**config.mk**
```make
export PLATFORM = sky130hd
export DESIGN_NAME = data_stack
export DESIGN_NICKNAME = d
export VERILOG_FILES = /design/src/rtl/data_stack.sv
export SDC_FILE = /design/constraint.sdc
export NUM_CORES = 1
export LEC_CHECK = 0
export ABC_AREA = 1
export CORE_ASPECT_RATIO = 1.75
export CORE_MARGIN = 3
export CORE_UTILIZATION = 55
export DETAILED_ROUTE_END_ITERATION = 8
export GPL_TIMING_DRIVEN = 0
export PLACE_DENSITY = 0.86
export SYNTH_ARGS = -nofsm -noshare
export SYNTH_HDL_FRONTEND = slang
export SYNTH_SLANG_ARGS = --single-unit
```
**constraint.sdc**
```tcl
create_clock -name clk -period 3.7 [get_ports clk]
set_input_delay 0.74 -clock clk [delete_from_list [all_inputs] [get_ports clk]]
set_output_delay 0.74 -clock clk [all_outputs]
set_load 0.1 [all_outputs]
```
**src/rtl/data_stack.sv**
```systemverilog
// Data-stack unit for the 16-bit stack CPU: top of stack in a register,
// deeper entries in a small array indexed by the live-entry depth.
module data_stack #(
  parameter int WIDTH = 16,
  parameter int DEPTH = 16
) (
  input  logic                       clk,
  input  logic                       rst,
  input  logic                       push,
  input  logic                       pop,
  input  logic                       load_stk,
  input  logic [WIDTH-1:0]           data_in,
  output logic [WIDTH-1:0]           stk0,
  output logic [WIDTH-1:0]           stk1,
  output logic [$clog2(DEPTH):0]     depth,
  output logic                       empty,
  output logic                       full,
  output logic                       ovf,
  output logic                       unf
);

  localparam int AW = $clog2(DEPTH);
  localparam int DW = AW + 1;

  logic [WIDTH-1:0] mem [DEPTH];
  logic [WIDTH-1:0] stk0_q, stk0_d;
  logic [DW-1:0]    depth_q, depth_d;
  logic             ovf_q, ovf_d;
  logic             unf_q, unf_d;
  logic             mem_we;
  logic [AW-1:0]    wr_idx, rd_idx;
  logic             is_empty, is_full;

  // array[depth-1] receives the old top on a push; stk1 lives at depth-2
  assign wr_idx   = AW'(depth_q - DW'(1));
  assign rd_idx   = AW'(depth_q - DW'(2));
  assign is_empty = (depth_q == '0);
  assign is_full  = (depth_q == DW'(DEPTH));

  assign stk0  = stk0_q;
  assign stk1  = (depth_q >= DW'(2)) ? mem[rd_idx] : '0;
  assign depth = depth_q;
  assign empty = is_empty;
  assign full  = is_full;
  assign ovf   = ovf_q;
  assign unf   = unf_q;

  always_comb begin
    // NOTE: every always_comb output gets a default first so no path leaves it unassigned (no latch).
    stk0_d  = stk0_q;
    depth_d = depth_q;
    ovf_d   = ovf_q;
    unf_d   = unf_q;
    mem_we  = 1'b0;

    if (push && pop) begin
      // Net depth unchanged: behaves exactly like a bare load_stk
      if (load_stk) begin
        stk0_d = data_in;
        if (is_empty) depth_d = DW'(1);
      end
    end else if (push) begin
      if (is_full) begin
        ovf_d = 1'b1;
      end else begin
        mem_we  = !is_empty;
        stk0_d  = load_stk ? data_in : (is_empty ? '0 : stk0_q);
        depth_d = depth_q + DW'(1);
      end
    end else if (pop) begin
      if (is_empty) begin
        unf_d = 1'b1;
      end else begin
        stk0_d  = load_stk ? data_in : stk1;
        depth_d = depth_q - DW'(1);
      end
    end else if (load_stk) begin
      stk0_d = data_in;
      if (is_empty) depth_d = DW'(1);
    end
  end

  always_ff @(posedge clk or posedge rst) begin
    // NOTE: state flops use non-blocking assignments so every flop samples pre-edge values.
    if (rst) begin
      stk0_q  <= '0;
      depth_q <= '0;
      ovf_q   <= 1'b0;
      unf_q   <= 1'b0;
    end else begin
      stk0_q  <= stk0_d;
      depth_q <= depth_d;
      ovf_q   <= ovf_d;
      unf_q   <= unf_d;
    end
  end

  // NOTE: the entry array has no reset; depth alone decides which entries are live.
  always_ff @(posedge clk) begin
    if (mem_we) mem[wr_idx] <= stk0_q;
  end

endmodule

```
* Yosys cells after proc, flatten, opt, wreduce, memory -nomap -nowiden
Memory sizes are Yosys's and may differ from the RTL's.
Cells that the tools add are included.
** Operators by class
- Add/subtract/negate cells :: 3
- Order comparisons :: 1
- Eq/ne operators :: 4
- Mux-type cells :: 22
- Bitwise logic cells :: 2
- Reductions and logical operators :: 7
** Operators by type and width (number)
- $mux W16 :: 10
- $mux W5 :: 7
- $reduce_and A3 Y1 :: 2
- $add A5 B1 Y5 const B :: 1
- $eq A5 B5 Y1 const B :: 1
- $ge A5 B2 Y1 const B :: 1
- $logic_not A5 Y1 :: 1
- $mux W1 :: 5
- $sub A5 B1 Y5 const B :: 1
- $ne A4 B1 Y1 const B :: 1
- $ne A4 B3 Y1 const B :: 1
- $reduce_and A4 Y1 :: 1
- $sub A4 B2 Y4 const B :: 1
- $ne A3 B2 Y1 const B :: 1
- $not A1 Y1 :: 2
- $reduce_and A2 Y1 :: 1
- $logic_and A1 B1 Y1 :: 1
- $logic_not A1 Y1 :: 1
** Word-level totals
- Register bits :: 23
- Bits in writable memories :: 256
- Bits of input ports :: 21
- Output and inout port bits :: 41
- Word-level logic and storage cells :: 44
- Memories :: 1
** Memory list
- mem :: words 16, bits a word 16, rd ports 1, clocked after memory_dff 0, wr ports 1, RTL line 25 : logic [WIDTH-1:0] mem [DEPTH];

* Longest topological paths before layout
Gate-level depths: netlist of the first run.
An unclocked memory read counts as a cell.
- Depth after elaboration :: 8
- Depth in mapped cells :: 16
- Gate-level depth less buffers :: 12

* Least setup slack after synthesis of the first run
No wires, ideal clock.
- Path kind :: flip-flop to output port
- Start point :: register depth_q[1] (netlist: depth[1])
- End point :: output stk1[14]
- Arrival time :: 3.946 ns
- Data required time :: 2.960 ns
- Path slack :: -0.986 ns
- Cell stages (with the launch flop) :: 15
- Path buffers :: 5
- Cell sequence :: dfrtp_1 > buf_4 > inv_2 > buf_6 > buf_6 > ha_1 > buf_2 > inv_1 > buf_1 > nand2_1 > nand2_1 > nand2_1 > o21ai_1 > inv_1 > nor2_1
** On the way
- Cells in the longest elaborated chain, start to end :: 3
- Elaborated cells between the ends (all ways) :: 4
- Classes of those cells :: add/sub: 1; order compare: 1; mux: 1; memory: 1
** RTL lines
- start: declaration :: RTL line 27 : logic [DW-1:0] depth_q, depth_d;
- start signal: assignment :: RTL line 92 : depth_q <= depth_d;
- $sub A4 B2 Y4 :: RTL line 36 : assign rd_idx = AW'(depth_q - DW'(2));
- $mem_v2 Z16 W16
- $mux W16 (*) :: RTL line 41 : assign stk1 = (depth_q >= DW'(2)) ? mem[rd_idx] : '0;
- end: declaration :: RTL line 14 : output logic [WIDTH-1:0] stk1,
Mark *: on every way between the ends. The rest lies on a longest branch, timed or not.

* Worst setup path in the final report of the first run
- Start point :: register depth_q[1] (netlist: depth[1])
- End point :: output stk1[0]
The elaborated chain is that of the path after synthesis.

==> results of run 1 <==
[metal layers]
metal	part of all wire	track usage	vias up
li1	-	-	4063
met1	0.31	0.312	4304
met2	0.51	0.512	721
met3	0.096	0.0463	229
met4	0.087	0.212	0
met5	0	0	-
[flip-flops by register name, summed over array words and instances (netlist names)]
| signal | count |
|---|---|
| mem | 256 |
| ovf | 1 |
| unf | 1 |
| depth | 5 |
| stk0 | 16 |
[worst max-delay path, cell delays in order (launching register included)]
cell and delay (ps):
sky130_fd_sc_hd__dfrtp_2 440, sky130_fd_sc_hd__buf_6 160, sky130_fd_sc_hd__inv_2 120, sky130_fd_sc_hd__buf_12 160, sky130_fd_sc_hd__ha_1 240, sky130_fd_sc_hd__clkbuf_4 190
sky130_fd_sc_hd__inv_4 100, sky130_fd_sc_hd__buf_6 170, sky130_fd_sc_hd__nand3_1 110, sky130_fd_sc_hd__nand2_2 150, sky130_fd_sc_hd__nand2_1 100, sky130_fd_sc_hd__and3_2 250
sky130_fd_sc_hd__buf_12 170
[worst paths after layout]
kind                                  end  depth (start not counted)  startpoint
worst max-delay path              stk1[0]                         12    depth[1]
worst min-delay path                  unf                          1         unf
worst max register to register  mem[9][4]                         10    depth[0]
worst min register to register        unf                          1         unf
max in group asynchronous        depth[1]                          2         rst
min in group asynchronous             ovf                          2         rst
[per-stage QoR]
| stage | setup WS, ps | hold slack (ps) | TNS (ps) |
|---|---|---|---|
| floorplan | 13.1 | 730 | 0 |
| global placement | -1100 | 459 | -18740 |
| detailed placement | -1090 | 465 | -16920 |
| CTS | 7.83 | 485 | 0 |
| global route | -2.26 | 509 | -5.17 |
| finish | 48.0 | 484 | 0 |
[synthesized netlist by cell type, types with 13 or more instances]
| cell | count |
|---|---|
| sky130_fd_sc_hd__o21ai_1 | 24 |
| sky130_fd_sc_hd__buf_2 | 17 |
| sky130_fd_sc_hd__a21boi_1 | 13 |
| sky130_fd_sc_hd__edfxtp_1 | 256 |
| sky130_fd_sc_hd__nor3_1 | 13 |
| sky130_fd_sc_hd__nor2_1 | 213 |
| sky130_fd_sc_hd__inv_1 | 75 |
| sky130_fd_sc_hd__nand2_1 | 170 |
| sky130_fd_sc_hd__a211oi_1 | 16 |
| sky130_fd_sc_hd__o21ai_0 | 105 |
| sky130_fd_sc_hd__o211ai_1 | 17 |
| sky130_fd_sc_hd__clkbuf_1 | 20 |
| sky130_fd_sc_hd__nand3_1 | 64 |
| sky130_fd_sc_hd__buf_6 | 16 |
| sky130_fd_sc_hd__dfrtp_1 | 23 |
[layout by cell type (no fill, tap or decap), types with 3 or more instances in the layout]
| cell | netlist | final |
|---|---|---|
| sky130_fd_sc_hd__buf_16 | 0 | 3 |
| sky130_fd_sc_hd__nand3_1 | 64 | 63 |
| sky130_fd_sc_hd__clkbuf_1 | 20 | 17 |
| sky130_fd_sc_hd__buf_4 | 9 | 16 |
| sky130_fd_sc_hd__nor2_4 | 1 | 6 |
| sky130_fd_sc_hd__o211ai_1 | 17 | 17 |
| sky130_fd_sc_hd__a211oi_1 | 16 | 16 |
| sky130_fd_sc_hd__a21oi_1 | 7 | 4 |
| sky130_fd_sc_hd__a21oi_4 | 0 | 4 |
| sky130_fd_sc_hd__clkinv_2 | 0 | 4 |
| sky130_fd_sc_hd__nand4_1 | 9 | 9 |
| sky130_fd_sc_hd__nor2_2 | 4 | 19 |
| sky130_fd_sc_hd__inv_2 | 8 | 8 |
| sky130_fd_sc_hd__clkdlybuf4s50_1 | 0 | 42 |
| sky130_fd_sc_hd__buf_6 | 16 | 19 |
| sky130_fd_sc_hd__o21ai_1 | 24 | 20 |
| sky130_fd_sc_hd__a21boi_1 | 13 | 13 |
| sky130_fd_sc_hd__inv_1 | 75 | 74 |
| sky130_fd_sc_hd__buf_8 | 0 | 10 |
| sky130_fd_sc_hd__nand2_1 | 170 | 164 |
| sky130_fd_sc_hd__buf_2 | 17 | 16 |
| sky130_fd_sc_hd__and3_2 | 0 | 5 |
| sky130_fd_sc_hd__and3_1 | 9 | 4 |
| sky130_fd_sc_hd__nor2_1 | 213 | 193 |
| sky130_fd_sc_hd__dfrtp_1 | 23 | 21 |
| sky130_fd_sc_hd__nor3_1 | 13 | 13 |
| sky130_fd_sc_hd__ha_1 | 9 | 9 |
| sky130_fd_sc_hd__edfxtp_1 | 256 | 256 |
| sky130_fd_sc_hd__nand2_2 | 3 | 9 |
| sky130_fd_sc_hd__clkbuf_16 | 0 | 27 |
| sky130_fd_sc_hd__clkinv_1 | 0 | 5 |
| sky130_fd_sc_hd__o21ai_0 | 105 | 105 |
| sky130_fd_sc_hd__buf_12 | 0 | 10 |
[cell type report]
cell class              instances  area [µm²]
clock buffers                  29         641
plain buffers                  62         460
multi-input cells             693        3440
fillers                      1527        7160
flip-flops and latches        279        8270
well taps                     292         365
clock inverters                11        77.6
inverters                      84         320
repair buffers                 74         945
[repair_timing]
action / in CTS / in global routing
endpoints found under the setup margin: 34 / 16
pin swaps: 1 / 1
setup buffers: 2 / 0
gates cloned: 0 / 1
resized for setup: 156 / 29
hold endpoints to repair: 0 / 0
[logic make-up (layout without fill, tap and decap cells)]
| kind of cell | after synthesis | in the layout | share of synthesized area |
|---|---|---|---|
| DFF | 279 | 279 | 0.674 |
| adders and majority gates | 9 | 9 | 0.00918 |
| xor gates and xnor gates | 2 | 2 | 0.00143 |
| buffers and inverters | 148 | 260 | 0.0598 |
| AOI/OAI and AO/OA | 191 | 191 | 0.0897 |
| and+or+nand+nor | 491 | 491 | 0.166 |
==> load_flow_metrics.sql, run 1 <==
INSERT INTO impl_metrics (metric_group, metric, value, unit) VALUES
('final_layout', 'area.growth.synth_to_final', '18.4', '%'),
('clock_tree', 'cts.clk_slew.worst_paths', '70', 'ps'),
('outcome', 'run_status', 'finished clean', ''),
('yosys', 'yosys_warnings', '0', ''),
('clock_tree', 'clock-root-buffer', 'sky130_fd_sc_hd__clkbuf_16', ''),
('global_route', 'global_route.overflow_total', '0', ''),
('die', 'initial_core_util', '0.566', ''),
('yosys', 'synth_seq_area_share', '0.674', ''),
('route', 'drt_pre_antenna_iters', '8', ''),
('sta', 'setup_viol', '0', ''),
('sta', 'fmaxAchievable', '274', 'MHz'),
('critical_path', 'worstPathRequired', '2960', 'ps'),
('sta', 'slew_violations', '0', ''),
('place', 'place.detailed.instances', '1483', ''),
('global_route', 'grtUsageTotal', '0.290', ''),
('place', 'finalWeightedCongestion', '0.954', ''),
('die', 'die-height', '204', 'µm'),
('yosys', 'postSynthRegisterBits', '279', ''),
('final_layout', 'final_cell_count_no_fill', '1524', ''),
('sta', 'period_minus_ws_final', '3650', 'ps'),
('route', 'totalWireLength', '35600', 'µm'),
('route', 'final_antenna_net_count', '0', ''),
('critical_path', 'worst-setup-path-type', 'register to output port', ''),
('route', 'drc', '0', ''),
('critical_path', 'critical_path_peak_fanout', '12', ''),
('global_route', 'first_global_vias', '9538', ''),
('place', 'post_dp_cell_area', '13500', 'µm²'),
('global_route', 'number_of_antenna_violations_at_the_first_check_in_global_routing', '0', ''),
('die', 'floorplan.rows', '71', ''),
('sta', 'timing.final.hold_violations', '0', ''),
('yosys', 'commonest_register_cell_after_synthesis', 'sky130_fd_sc_hd__edfxtp_1', ''),
('yosys', 'synth_top_cell_by_area', 'sky130_fd_sc_hd__edfxtp_1', ''),
('final_layout', 'antennaDiodeCount', '0', ''),
('clock_tree', 'cts_made_buffers', '24', ''),
('critical_path', 'critical_path.startpoint_type', 'register', ''),
('final_layout', 'final_layout_size_suffix_gt1_frac', '0.144', ''),
('final_layout', 'finalInstanceArea', '14500', 'µm²'),
('clock_tree', 'htree_levels', '1', ''),
('yosys', 'syn-num-nets', '1150', ''),
('critical_path', 'critPathArrivalTime', '2910', 'ps'),
('clock_tree', 'hold_buf_cts', '0', ''),
('yosys', 'synth_async_sr_flop_share', '0.0824', ''),
('die', 'fp.coreArea', '21700', 'µm²'),
('clock_tree', 'clock_latency_on_the_worst_skew_pair', '520', 'ps'),
('critical_path', 'critPathCaptureType', 'output port', ''),
('yosys', 'netlist_top_cells_area', 'sky130_fd_sc_hd__edfxtp_1, sky130_fd_sc_hd__nor2_1, sky130_fd_sc_hd__nand2_1, sky130_fd_sc_hd__dfrtp_1, sky130_fd_sc_hd__o21ai_0', ''),
('critical_path', 'reg_to_reg_setup_timing_slack', '460', 'ps'),
('final_layout', 'layout.nets', '1248', ''),
('clock_tree', 'clock_sinks', '279', ''),
('sta', 'finalClockSkew', '9.32', 'ps'),
('final_layout', 'fin_util', '0.669', ''),
('route', 'routed_wire_length_per_instance', '23.3', 'µm'),
('yosys', 'synthDistinctLibCells', '39', ''),
('place', 'hpwl', '24000', 'µm'),
('route', 'drt_iter0_markers', '1334', ''),
('run', 'maxCapViolations', '0', ''),
('die', 'floorplan.die_area', '24200', 'µm²'),
('die', 'die_w', '119', 'µm'),
('global_route', 'grt_start_max_net_pins', '24', ''),
('sta', 'timing.max_slew.rel_slack', '0.280', ''),
('yosys', 'synth-edff-count', '256', ''),
('place', 'portBuffers', '60', ''),
('yosys', 'syn_area', '12300', 'µm²'),
('yosys', 'avg_cell_area_syn', '10.9', 'µm²'),
('global_route', 'grt_pass1_wl', '52900', 'µm'),
('sta', 'fin_crit_sh', '0.987', ''),
('yosys', 'synth.top_cell.area_share', '0.627', ''),
('route', 'detail_route.vias_per_cell', '6.11', ''),
('sta', 'worst_pin_slew', '1080', 'ps'),
('yosys', 'synth_cells', '1120', ''),
('clock_tree', 'clock_tree.buffer_depth', '3', ''),
('min_path', 'worst_hold_path_type', 'register to register', ''),
('clock_tree', 'tritoncts', 'yes', ''),
('route', 'vias', '9317', ''),
('die', 'pin_count', '62', '');
Power of run 1 is left out: the tool's default activity adds up to more than one toggle a clock period on the data nets, which glitch-free logic cannot reach.
==> inputs of run 2 (changes only) <==
--- a/config.mk
+++ b/config.mk
@@ -6,12 +6,14 @@
 export NUM_CORES = 1
 export LEC_CHECK = 0
 export ABC_AREA = 1
+export CELL_PAD_IN_SITES_DETAIL_PLACEMENT = 1
+export CELL_PAD_IN_SITES_GLOBAL_PLACEMENT = 1
 export CORE_ASPECT_RATIO = 1.75
 export CORE_MARGIN = 3
-export CORE_UTILIZATION = 55
+export CORE_UTILIZATION = 48
 export DETAILED_ROUTE_END_ITERATION = 8
 export GPL_TIMING_DRIVEN = 0
-export PLACE_DENSITY = 0.86
+export PLACE_DENSITY = 0.91
 export SYNTH_ARGS = -nofsm -noshare
 export SYNTH_HDL_FRONTEND = slang
 export SYNTH_SLANG_ARGS = --single-unit
==> run 2 against run 1 <==
  * Register-to-register slack lost 80 ps
  * Global-route usage grew 3.6 points
  * Via count grew 4.8%
  * Die area grew 14%
  * Count of clock-buffer cells in the layout shrank 2
  * Non-clock buffer count grew 8
  * Wire length grew 26%
  * Final cell count grew 2.2%
  * Critical endpoint is now stk1[9]
==> load_flow_metrics.sql, run 2 (synthesized netlist as in run 1, its figures left out) <==
INSERT INTO impl_metrics (metric_group, metric, value, unit) VALUES
('global_route', 'number_of_antenna_violations_at_the_first_check_in_global_routing', '0', ''),
('global_route', 'grt_start_max_net_pins', '24', ''),
('critical_path', 'timing.critical_path.depth', '11', ''),
('die', 'fp.coreArea', '24900', 'µm²'),
('critical_path', 'timing.reg2reg.worst_path_depth', '10', ''),
('die', 'initial_core_util', '0.492', ''),
('min_path', 'timing.hold.worst.start', 'ovf', ''),
('final_layout', 'largest_reg_flops', '256', ''),
('die', 'floorplan.rows', '76', ''),
('sta', 'period_minus_ws_final', '3700', 'ps'),
('critical_path', 'worstPathRequired', '2960', 'ps'),
('final_layout', 'final_cell_count_no_fill', '1557', ''),
('clock_tree', 'htree_levels', '1', ''),
('sta', 'slew_violations', '0', ''),
('route', 'detail_route.vias_per_cell', '6.27', ''),
('place', 'hpwl', '29800', 'µm'),
('clock_tree', 'cts.clk_slew.worst_paths', '70', 'ps'),
('sta', 'fmaxAchievable', '270', 'MHz'),
('outcome', 'run_status', 'finished clean', ''),
('final_layout', 'most-common-layout-cells', 'sky130_fd_sc_hd__edfxtp_1, sky130_fd_sc_hd__nor2_1, sky130_fd_sc_hd__nand2_1, sky130_fd_sc_hd__o21ai_0, sky130_fd_sc_hd__inv_1', ''),
('clock_tree', 'clock_tree.buffer_depth', '3', ''),
('critical_path', 'slowest_cell_on_the_critical_path', 'sky130_fd_sc_hd__dfrtp_2', ''),
('place', 'portBuffers', '60', ''),
('final_layout', 'antennaDiodeCount', '0', ''),
('sta', 'setup_viol', '0', ''),
('sta', 'fin_crit_sh', '0.999', ''),
('global_route', 'grtUsageTotal', '0.326', ''),
('min_path', 'worstHoldPathCells', '1', ''),
('place', 'place.detailed.instances', '1506', ''),
('die', 'floorplan.die_area', '27600', 'µm²'),
('final_layout', 'n_fill_cell', '2589', ''),
('route', 'drt_pre_antenna_iters', '5', ''),
('sta', 'finalClockSkew', '10.1', 'ps'),
('global_route', 'first_global_vias', '10700', ''),
('sta', 'worst_pin_slew', '1160', 'ps'),
('final_layout', 'layout.nets', '1257', ''),
('route', 'vias', '9767', ''),
('critical_path', 'critical_path.top_delay_family', 'buffers and inverters', ''),
('route', 'final_antenna_net_count', '0', ''),
('route', 'drt_iter0_markers', '1232', ''),
('global_route', 'global_route.overflow_total', '0', ''),
('critical_path', 'worst_r2r_startpoint', 'depth[0]', ''),
('sta', 'timing.final.hold_violations', '0', ''),
('place', 'finalWeightedCongestion', '0.916', ''),
('critical_path', 'critical_path_buf_inv_count', '6', ''),
('die', 'die-height', '217', 'µm'),
('clock_tree', 'tritoncts', 'yes', ''),
('route', 'routed_wire_length_per_instance', '28.8', 'µm'),
('final_layout', 'area.growth.synth_to_final', '20.0', '%'),
('min_path', 'worst_hold_path_type', 'register to register', ''),
('route', 'drc', '0', ''),
('die', 'pin_count', '62', ''),
('final_layout', 'mostFrequentLayoutCell', 'sky130_fd_sc_hd__edfxtp_1', ''),
('clock_tree', 'clock_latency_on_the_worst_skew_pair', '540', 'ps'),
('critical_path', 'reg_to_reg_setup_timing_slack', '380', 'ps'),
('sta', 'setup_repair_after_global_routing_missed_its_margin', 'yes', ''),
('critical_path', 'critPathCaptureType', 'output port', ''),
('global_route', 'grt_pass1_wl', '66700', 'µm'),
('final_layout', 'final_layout_size_suffix_gt1_frac', '0.154', ''),
('clock_tree', 'cts_made_buffers', '25', ''),
('clock_tree', 'clock_sinks', '279', ''),
('clock_tree', 'clock-root-buffer', 'sky130_fd_sc_hd__clkbuf_16', ''),
('sta', 'timing.max_slew.rel_slack', '0.227', ''),
('critical_path', 'critical_path_peak_fanout', '10', ''),
('run', 'maxCapViolations', '0', ''),
('critical_path', 'critical_path.startpoint_type', 'register', ''),
('die', 'die_w', '127', 'µm'),
('critical_path', 'worstPathCellList', 'buf_8 > inv_4 > buf_12 > ha_1 > buf_6 > buf_2 > nand3_1 > nand2_1 > nand2_1 > and3_2 > buf_12', ''),
('min_path', 'hold-path-endpoint', 'ovf', ''),
('critical_path', 'worst-setup-path-type', 'register to output port', ''),
('route', 'totalWireLength', '44800', 'µm'),
('critical_path', 'critPathArrivalTime', '2960', 'ps'),
('critical_path', 'r2r_end', 'mem[9][3]', ''),
('critical_path', 'max_stage_delay', '430', 'ps'),
('final_layout', 'regMostFlops', 'mem', ''),
('sta', 'fin_setup_tns', '0', 'ps');
-- run 2: cell types whose count changed in the layout (fill, tap and decap cells not counted), sizes merged, moves of 2 or more --
cell      delta
clkinv       -2
bufinv       +4
clkinvlp     +4
buf          +6
-- run 2: how the worst max path moves through the flow --
stage | endpoint | start
floorplan | stk1[0] | depth[0]
global placement | stk1[14] | depth[1]
detailed placement | stk1[14] | depth[1]
CTS | stk1[14] | depth[1]
global route | stk1[13] | depth[1]
finish | stk1[9] | depth[1]
-- run 2: final cells by class --
class / instances / area [µm²] / share of cell area
clock inverter: 18 / 226 / 0.0154
tap: 312 / 390 / 0.0265
sequential: 279 / 8270 / 0.562
timing repair buffer: 83 / 960 / 0.0652
inverter: 84 / 320 / 0.0218
multi-input combinational: 693 / 3430 / 0.233
clock buffer: 27 / 643 / 0.0437
buffer: 61 / 483 / 0.0328
-- run 2: per-layer routing --
metal	up-vias	routed length, µm	global-route usage
met3	252	3330	0.0441
met5	-	0	0
li1	4071	-	-
met2	681	22400	0.558
met4	0	4470	0.253
met1	4763	14700	0.363
-- run 2: through the flow --
stage | utilization | cell area (µm²) | hold slack, ps | setup WS (ps)
finish | 0.591 | 14700 | 484 | 2.36
detailed placement | 0.545 | 13600 | 466 | -1260
CTS | 0.587 | 14600 | 484 | -67.0
global route | 0.591 | 14700 | 496 | -44.1
global placement | 0.535 | 13300 | 456 | -1110
floorplan | - | 12300 | 730 | 13.1
-- run 2: timing repair --
item | in CTS | in global routing
hold buffers | 0 | 0
gates resized for setup | 156 | 25
buffers inserted | 3 | 5
setup endpoints to repair | 18 | 16
pin swaps | 3 | 2
cloned | 1 | 0
Power of run 2 is left out for the same reason.
==> inputs of run 3 (changes only) <==
--- a/config.mk
+++ b/config.mk
@@ -12,6 +12,7 @@
 export CORE_MARGIN = 3
 export CORE_UTILIZATION = 48
 export DETAILED_ROUTE_END_ITERATION = 8
+export GPL_ROUTABILITY_DRIVEN = 0
 export GPL_TIMING_DRIVEN = 0
 export PLACE_DENSITY = 0.91
 export SYNTH_ARGS = -nofsm -noshare
==> run 3 against run 2 <==
  * Via count grew 2.4%
  * Non-clock buffer count grew 3
  * Final cell count grew 0.39%
  * Critical endpoint is now stk1[5]
  * Global-route usage grew 0.40 points
  * Wire length grew 2.9%
  * Critical path depth shrank 1
  * Flip-flop and latch count is the same
  * Maximum frequency grew 1.1%
  * Setup slack gained 40 ps
  * Clock skew grew 11 ps
  * Die area is the same
==> load_flow_metrics.sql, run 3 (synthesized netlist as in run 1, its figures left out) <==
INSERT INTO impl_metrics (metric_group, metric, value, unit) VALUES
('outcome', 'run_status', 'finished clean', ''),
('critical_path', 'critPathArrivalTime', '2920', 'ps'),
('die', 'die-height', '217', 'µm'),
('min_path', 'worst_hold_path_type', 'register to register', ''),
('critical_path', 'reg_to_reg_setup_timing_slack', '420', 'ps'),
('final_layout', 'most-common-layout-cells', 'sky130_fd_sc_hd__edfxtp_1, sky130_fd_sc_hd__nor2_1, sky130_fd_sc_hd__nand2_1, sky130_fd_sc_hd__o21ai_0, sky130_fd_sc_hd__inv_1', ''),
('die', 'initial_core_util', '0.492', ''),
('sta', 'slew_violations', '0', ''),
('global_route', 'grt_start_max_net_pins', '24', ''),
('place', 'hpwl', '29400', 'µm'),
('final_layout', 'fin_util', '0.597', ''),
('clock_tree', 'clock_tree.buffer_depth', '3', ''),
('final_layout', 'sequential_cell_area', '8270', 'µm²'),
('sta', 'period_minus_ws_final', '3660', 'ps'),
('final_layout', 'n_fill_cell', '2575', ''),
('final_layout', 'multiInputGateArea', '3430', 'µm²'),
('route', 'drt_pre_antenna_iters', '5', ''),
('critical_path', 'critical_path.startpoint_type', 'register', ''),
('global_route', 'grt_pass1_wl', '67600', 'µm'),
('route', 'vias', '10000', ''),
('route', 'totalWireLength', '46200', 'µm'),
('critical_path', 'critical_path.startpoint', 'depth[1]', ''),
('sta', 'setup_repair_after_global_routing_missed_its_margin', 'yes', ''),
('die', 'fp.coreArea', '24900', 'µm²'),
('clock_tree', 'tritoncts', 'yes', ''),
('sta', 'timing.max_slew.rel_slack', '0.340', ''),
('sta', 'worst_pin_slew', '987', 'ps'),
('place', 'portBuffers', '60', ''),
('final_layout', 'mostFrequentLayoutCell', 'sky130_fd_sc_hd__edfxtp_1', ''),
('die', 'floorplan.die_area', '27600', 'µm²'),
('final_layout', 'regMostFlops', 'mem', ''),
('die', 'pin_count', '62', ''),
('critical_path', 'worst-setup-path-type', 'register to output port', ''),
('global_route', 'grtUsageTotal', '0.330', ''),
('run', 'maxCapViolations', '0', ''),
('clock_tree', 'hold_buf_cts', '0', ''),
('sta', 'fmaxAchievable', '273', 'MHz'),
('global_route', 'global_route.overflow_total', '0', ''),
('global_route', 'first_global_vias', '10700', ''),
('clock_tree', 'htree_levels', '1', ''),
('global_route', 'number_of_antenna_violations_at_the_first_check_in_global_routing', '0', ''),
('route', 'drc', '0', ''),
('route', 'detail_route.vias_per_cell', '6.40', ''),
('route', 'drt_iter0_markers', '1217', ''),
('route', 'final_antenna_net_count', '0', ''),
('clock_tree', 'clock_latency_on_the_worst_skew_pair', '550', 'ps'),
('die', 'floorplan.rows', '76', ''),
('critical_path', 'critPathCaptureType', 'output port', ''),
('clock_tree', 'cts_made_buffers', '26', ''),
('critical_path', 'worstPathRequired', '2960', 'ps'),
('route', 'routed_wire_length_per_instance', '29.5', 'µm'),
('final_layout', 'final_layout_size_suffix_gt1_frac', '0.161', ''),
('sta', 'timing.final.hold_violations', '0', ''),
('clock_tree', 'cts.clk_slew.worst_paths', '60', 'ps'),
('sta', 'finalClockSkew', '21.3', 'ps'),
('sta', 'setup_viol', '0', ''),
('final_layout', 'largest_reg_flops', '256', ''),
('clock_tree', 'clock_sinks', '279', ''),
('final_layout', 'area.growth.synth_to_final', '21.2', '%'),
('critical_path', 'worst_r2r_startpoint', 'depth[0]', ''),
('final_layout', 'layout.nets', '1261', ''),
('clock_tree', 'clock-root-buffer', 'sky130_fd_sc_hd__clkbuf_16', ''),
('critical_path', 'critical_path_peak_fanout', '18', ''),
('final_layout', 'antennaDiodeCount', '0', ''),
('die', 'die_w', '127', 'µm'),
('sta', 'fin_crit_sh', '0.989', ''),
('sta', 'finalHoldWorstSlack', '483', 'ps'),
('min_path', 'timing.hold.worst.start', 'ovf', '');
run 3: changes by cell type in the layout (fill, tap and decap cells not counted), moves of 3 or more:
cell                        before  now
sky130_fd_sc_hd__clkinv_1        4    1
sky130_fd_sc_hd__buf_6          19   25
sky130_fd_sc_hd__buf_4          23   19
sky130_fd_sc_hd__clkbuf_16      25   31
sky130_fd_sc_hd__o21ai_2         1    4
sky130_fd_sc_hd__clkbuf_1       10   13
run 3: worst max-delay path, stage by stage (launching register included):
cell and delay [ps]:
sky130_fd_sc_hd__dfrtp_2 390, sky130_fd_sc_hd__buf_8 140, sky130_fd_sc_hd__buf_4 270, sky130_fd_sc_hd__buf_2 290
sky130_fd_sc_hd__nor2_1 110, sky130_fd_sc_hd__o21ai_0 110, sky130_fd_sc_hd__o21ai_0 230, sky130_fd_sc_hd__o21ai_1 320
sky130_fd_sc_hd__nand2_1 130, sky130_fd_sc_hd__and3_1 190, sky130_fd_sc_hd__buf_6 190
run 3: final timing paths:
| kind | to | depth (start not counted) |
|---|---|---|
| max | stk1[5] | 10 |
| min | ovf | 1 |
| max reg2reg | mem[1][8] | 11 |
| min reg2reg | ovf | 1 |
| max in group asynchronous | depth[0] | 2 |
| min in group asynchronous | stk0[2] | 2 |
run 3: final cells by class:
type / count / area share
Clock buffer: 35 / 0.0517
Timing Repair Buffer: 87 / 0.0685
Buffer: 60 / 0.0312
Multi-Input combinational cell: 693 / 0.231
Sequential cell: 279 / 0.556
Clock inverter: 13 / 0.0132
Inverter: 84 / 0.0218
Tap cell: 312 / 0.0263
run 3: repair_timing:
item / 4_1_cts / 5_1_grt
setup buffers: 8 / 1
gates resized for setup: 154 / 26
endpoints found under the setup margin: 18 / 16
cloned: 1 / 1
pin swaps: 8 / 9
run 3: per-stage QoR:
step | area [µm²] | setup slack [ps] | std cells | TNS, ps
6_report | 14900 | 42.5 | 1563 | 0
5_1_grt | 14900 | -99.9 | 1563 | -99.9
4_1_cts | 14800 | 2.45 | 1562 | 0
3_5_place_dp | 13600 | -1220 | 1508 | -16740
3_3_place_gp | 13300 | -1100 | 1492 | -24420
2_1_floorplan | 12300 | 13.1 | 1120 | 0
run 3: layer usage:
metal	vias to the layer above	share of wire	track usage
li1	4089	-	-
met1	4939	0.33	0.371
met2	728	0.49	0.560
met3	245	0.086	0.0534
met4	0	0.094	0.244
met5	-	0	0
Power of run 3 is left out for the same reason.
